## src/rtl/fml_stream_writer.sv

```systemverilog
// fml_stream_writer
//   Collects 64-bit stream words into a four-word buffer and writes each full
//   (or flushed partial) buffer to FML memory as one four-beat write burst.
//   Consecutive bursts go to consecutive 32-byte blocks, starting at base_adr.
//
// Ports
//   sys_clk      : clock, all logic on its rising edge
//   sys_rst      : synchronous reset, active low
//   enable       : 1 = run, 0 = stop at the next burst boundary
//   base_adr     : first burst byte address (bits [4:0] ignored)
//   s_di/s_stb   : stream word and its valid
//   s_ack        : stream word accepted this cycle
//   flush        : pulse, writes out a partially filled buffer
//   busy         : block is not idle
//   burst_count  : bursts completed since the run started
//   fml_*        : FML master write port
//
// state | meaning
// IDLE  | waiting for enable
// FILL  | accepting stream words into the buffer
// REQ   | burst request on fml_stb, waiting for fml_eack
// DELAY | waiting out the data delay after fml_eack
// BEAT  | driving the four write beats
module fml_stream_writer #(
    parameter int unsigned adr_width  = 15,
    parameter logic [2:0]  data_delay = 3'd2
) (
    input  logic                 sys_clk,
    input  logic                 sys_rst,
    input  logic                 enable,
    input  logic [adr_width-1:0] base_adr,
    input  logic [63:0]          s_di,
    input  logic                 s_stb,
    output logic                 s_ack,
    input  logic                 flush,
    output logic                 busy,
    output logic [15:0]          burst_count,
    output logic [adr_width-1:0] fml_adr,
    output logic                 fml_stb,
    output logic                 fml_we,
    input  logic                 fml_eack,
    output logic [7:0]           fml_sel,
    output logic [63:0]          fml_do
);

    typedef enum logic [2:0] {
        IDLE,
        FILL,
        REQ,
        DELAY,
        BEAT
    } state_t;

    state_t               state;
    logic [adr_width-1:0] burst_adr;
    logic [1:0]           fill_cnt;
    logic [63:0]          buffer [4];
    logic [2:0]           dly_cnt;
    logic [1:0]           beat;

    logic fill_ack;
    logic fill_full;
    logic fill_flush;
    logic unused_base_bits;

    // The low address bits never reach the burst address.
    assign unused_base_bits = ^base_adr[4:0];

    assign fill_ack   = (state == FILL) && s_stb;
    assign fill_full  = fill_ack && (fill_cnt == 2'd3);
    // A word accepted in the flush cycle itself makes the buffer non-empty.
    assign fill_flush = flush && (fill_ack || (fill_cnt != 2'd0));

    always_ff @(posedge sys_clk) begin
        if (!sys_rst) begin
            state       <= IDLE;
            burst_adr   <= '0;
            burst_count <= '0;
            fill_cnt    <= '0;
            dly_cnt     <= '0;
            beat        <= '0;
            for (int i = 0; i < 4; i++) buffer[i] <= '0;
        end else begin
            case (state)
                IDLE: begin
                    if (enable) begin
                        burst_adr   <= {base_adr[adr_width-1:5], 5'b0};
                        burst_count <= '0;
                        state       <= FILL;
                    end
                end
                FILL: begin
                    if (fill_ack) begin
                        buffer[fill_cnt] <= s_di;
                        fill_cnt         <= fill_cnt + 2'd1;
                    end
                    if (fill_full || fill_flush) begin
                        state <= REQ;
                    end else if (!enable && (fill_cnt == 2'd0) && !fill_ack) begin
                        state <= IDLE;
                    end
                end
                REQ: begin
                    if (fml_eack) begin
                        beat <= '0;
                        // dly_cnt counts the DELAY cycles still to come after this one.
                        if (data_delay <= 3'd1) begin
                            state <= BEAT;
                        end else begin
                            dly_cnt <= data_delay - 3'd2;
                            state   <= DELAY;
                        end
                    end
                end
                DELAY: begin
                    if (dly_cnt == 3'd0) begin
                        state <= BEAT;
                    end else begin
                        dly_cnt <= dly_cnt - 3'd1;
                    end
                end
                BEAT: begin
                    beat <= beat + 2'd1;
                    if (beat == 2'd3) begin
                        burst_adr   <= burst_adr + adr_width'(32);
                        burst_count <= burst_count + 16'd1;
                        fill_cnt    <= '0;
                        for (int i = 0; i < 4; i++) buffer[i] <= '0;
                        state       <= FILL;
                    end
                end
                default: state <= IDLE;
            endcase
        end
    end

    assign s_ack   = fill_ack;
    assign busy    = (state != IDLE);
    assign fml_adr = burst_adr;
    assign fml_stb = (state == REQ);
    assign fml_we  = (state == REQ);
    assign fml_sel = {8{state == REQ}};
    assign fml_do  = (state == BEAT) ? buffer[beat] : 64'h0;

endmodule

```

## config.mk

```make
export PLATFORM = sky130hd
export DESIGN_NAME = fml_stream_writer
export DESIGN_NICKNAME = d
export VERILOG_FILES = /design/src/rtl/fml_stream_writer.sv
export SDC_FILE = /design/constraint.sdc
export NUM_CORES = 1
export LEC_CHECK = 0
export BUFFER_PORTS_ARGS = -buffer_cell sky130_fd_sc_hd__buf_2
export CORE_ASPECT_RATIO = 1.4
export CORE_MARGIN = 2
export CORE_UTILIZATION = 35
export CTS_CLUSTER_DIAMETER = 50
export DETAILED_ROUTE_END_ITERATION = 8
export SYNTH_ARGS = -nofsm -noshare
export SYNTH_HDL_FRONTEND = slang
export SYNTH_SLANG_ARGS = --single-unit
```

## constraint.sdc

```tcl
create_clock -name sys_clk -period 3.8 [get_ports sys_clk]
set_clock_uncertainty 0.2 [all_clocks]
set_input_delay 0.38 -clock sys_clk [delete_from_list [all_inputs] [get_ports sys_clk]]
set_output_delay 0.38 -clock sys_clk [all_outputs]
set_load 0.01 [all_outputs]
```

==> metrics.txt <==
via count of the first global-routing pass=8702; Placer Congestion=0.774; RSZ-0062 raised after global routing=false; PwrDens=437 mW/mm^2; kind of critical path=reg2out; via count=8386; clk_lat worst skew=0.52 ns; Mapped Area=0.0135 sq mm; CTS Buf Count=34; maximum VDD drop=0.000397 V; largest net degree at the start of global routing=78; crit path max-delay cell type=dfxtp_1; area share of the leading cell type in the synthesized netlist=57.0%; Hold Fails Final Rpt=0; Cell variety after synth=54; crit path capture type=output port; Global Route Usage Sum=16.1%; WP data required=3.22 ns; Starting Density=35.3%; port bufs=181; DRT antenna net count=0; final std cells w/o fill=1697; hold crit path type=in2reg; r2r endpoint=fml_adr[10]; Final HPWL DP=18200 um; Design Area, Final=0.0167 sq mm; global-route layer with the greatest usage=met2; worst path buffer plus inverter count=2; Post-synth top flop=edfxtp_1; Synth Warn #=0; Crit path largest cell delay=0.78 ns; Core Area=0.0382 sq mm; row count=85; gr ovfl total=0; Routed WL=32200 um; Final Slew Violations=0; placed insts=1567; most common cell in the netlist=and2_1; Reg2Reg Setup Slack=0.98 ns; worst hold start=sys_rst; Setup violations, final=0; placed cell areas=0.0149 sq mm; GR Layer Usage met1=19.2%; startpoint types=flop; TNS Setup=0 ns; Die Span X=170 um; Worst-Margin Slew=0.809 ns; Fmax=301 MHz; Avg Vias per Cell=4.94; full die area=0.0401 sq mm; Worst Path Arrival=2.74 ns; final net count=1287; Post-synth ARST share=0%; met3 GRT Util=2.68%; number of flops mapped to enable cells by yosys=256; first-pass GRT wire length=48900 um; slew margin rel.=46.1%; leak pwr=6.44 nW; fin crit period=3.32 ns; Worst Path Max Fanout=77; clk slew on worst S/H paths=0.06 ns; Seq cells post-synth=294; crit-path cells=nor3b_2 > buf_4 > and2_1 > buf_2; Max Cap Violations=0; mean post-synth cell area=14.1 sq um; layout cells sized above 1=27.3%; cell count after synthesis=959; CP top delay family=buffers and inverters; sequential area share after synthesis=62.6%; post-detailed-route wirelength per cell=19.0 um; dominant cells by area after synthesis=edfxtp_1, and2_1, mux4_2; Min-Delay Endpoint=fml_adr[10]; Hold Crit Depth=2; DR iter-0 viols=576; root buf cell=clkbuf_16; TritonCTS clock tree=built; clk sinks=294; # fillers=3457; CTS H-tree lvls=2; IO Pins=192; Area Overhead vs Synth=23.6%; clock tree buffer depth=3; reg-to-reg startpoint=state[2]; top post-synthesis cells by count=and2_1, edfxtp_1, mux4_2; outcome=finished, final reports clean; initial antenna violation count=3; Yosys top cell by area=edfxtp_1; Worst R2R Path Depth=5; worst hold margin=0.0305 ns; # Post-CTS Setup Buffers=0; first drt pass iteration count=5; final worst path period share=87.4%; met2 usage=29.1%; # DRC=0; Die Ht=236 um
-- how the worst max path moves through the flow --
stage          startpoint           end  slack (ns)  depth (start not counted)
6_report         state[2]    fml_do[19]        0.48                          4
5_1_grt          state[2]    fml_do[14]        0.31                          4
4_1_cts          state[2]    fml_do[16]        0.44                          4
3_5_place_dp     state[2]   fml_adr[10]        0.97                          5
3_3_place_gp     state[2]   fml_adr[10]        0.98                          5
2_1_floorplan    state[2]  buffer[0][0]        0.22                          7
-- through the flow --
stage | utilization [%] | total power, mW | worst slack [ns]
6_report | 43.7 | 7.29 | 0.478
5_1_grt | 43.7 | 7.55 | 0.314
4_1_cts | 43.7 | 7.38 | 0.442
3_5_place_dp | 39.0 | 4.12 | 0.967
3_3_place_gp | 39.0 | 4.11 | 0.978
2_1_floorplan | - | 3.95 | 0.221
-- flip-flops by register name (all words and copies together) (netlist names), named ones only --
signal       count
buffer         256
state            3
fml_adr         10
dly_cnt          3
fill_cnt         2
burst_count     16
beat             2
-- what timing repair did --
action	4_1_cts	5_1_grt
endpoints found under the hold margin	259	0
resized for setup	0	0
hold buffers	68	0
-- area by class of cell --
type	instances	area [sq um]	area share [%]
repair buffers	272	1780	10.7
clock buffers	43	926	5.55
well taps	478	598	3.59
flip-flops and latches	294	8460	50.7
clock inverters	18	166	0.998
inverters	10	37.5	0.225
diodes	1	2.50	0.0150
multi-input cells	581	4700	28.2
-- power by group --
group	internal, mW	switching, mW
clock network	1.88	1.31
registers	3.63	0.0508
logic	0.194	0.222
total	5.70	1.58
-- metal layers --
metal | share of wire, % | vias up | routed length [um]
met1 | 40 | 4162 | 13000
met3 | 4.6 | 56 | 1470
met4 | 2.5 | 0 | 812
met2 | 53 | 232 | 16900
met5 | 0 | - | 0
li1 | - | 3936 | -
-- worst reg2reg max path: stages (launching register included) --
cell and delay [ns]:
dfxtp_1 0.78, nor3b_2 0.31, buf_4 0.66, nand3_1 0.25, o22a_1 0.23, o221a_2 0.26
-- cell families after synthesis --
| group | after synthesis | synth area share [%] |
|---|---|---|
| AO/OA/AOI/OAI | 68 | 3.20 |
| buffers and inverters | 88 | 2.89 |
| AND/OR/NAND/NOR | 425 | 19.0 |
| other | 1 | 0.0278 |
| XOR/XNOR | 6 | 0.390 |
| multiplexers | 68 | 11.0 |
| flip-flops | 294 | 62.6 |
| adder cells (fa/ha/maj) | 9 | 0.835 |
-- placed cells by master, fill, tap and decap left out, drive strengths merged, types with 6 or more instances in the layout --
master / count
nand2b: 7
nand3: 13
clkinv: 10
dlygate4sd3: 68
a211oi: 6
edfxtp: 256
a21oi: 28
nor2: 19
dfxtp: 38
o21ai: 10
buf: 204
nand2: 24
mux4: 64
or4: 8
ha: 9
and2: 322
inv: 12
clkbuf: 43
Power figures use the tool's default switching activity.
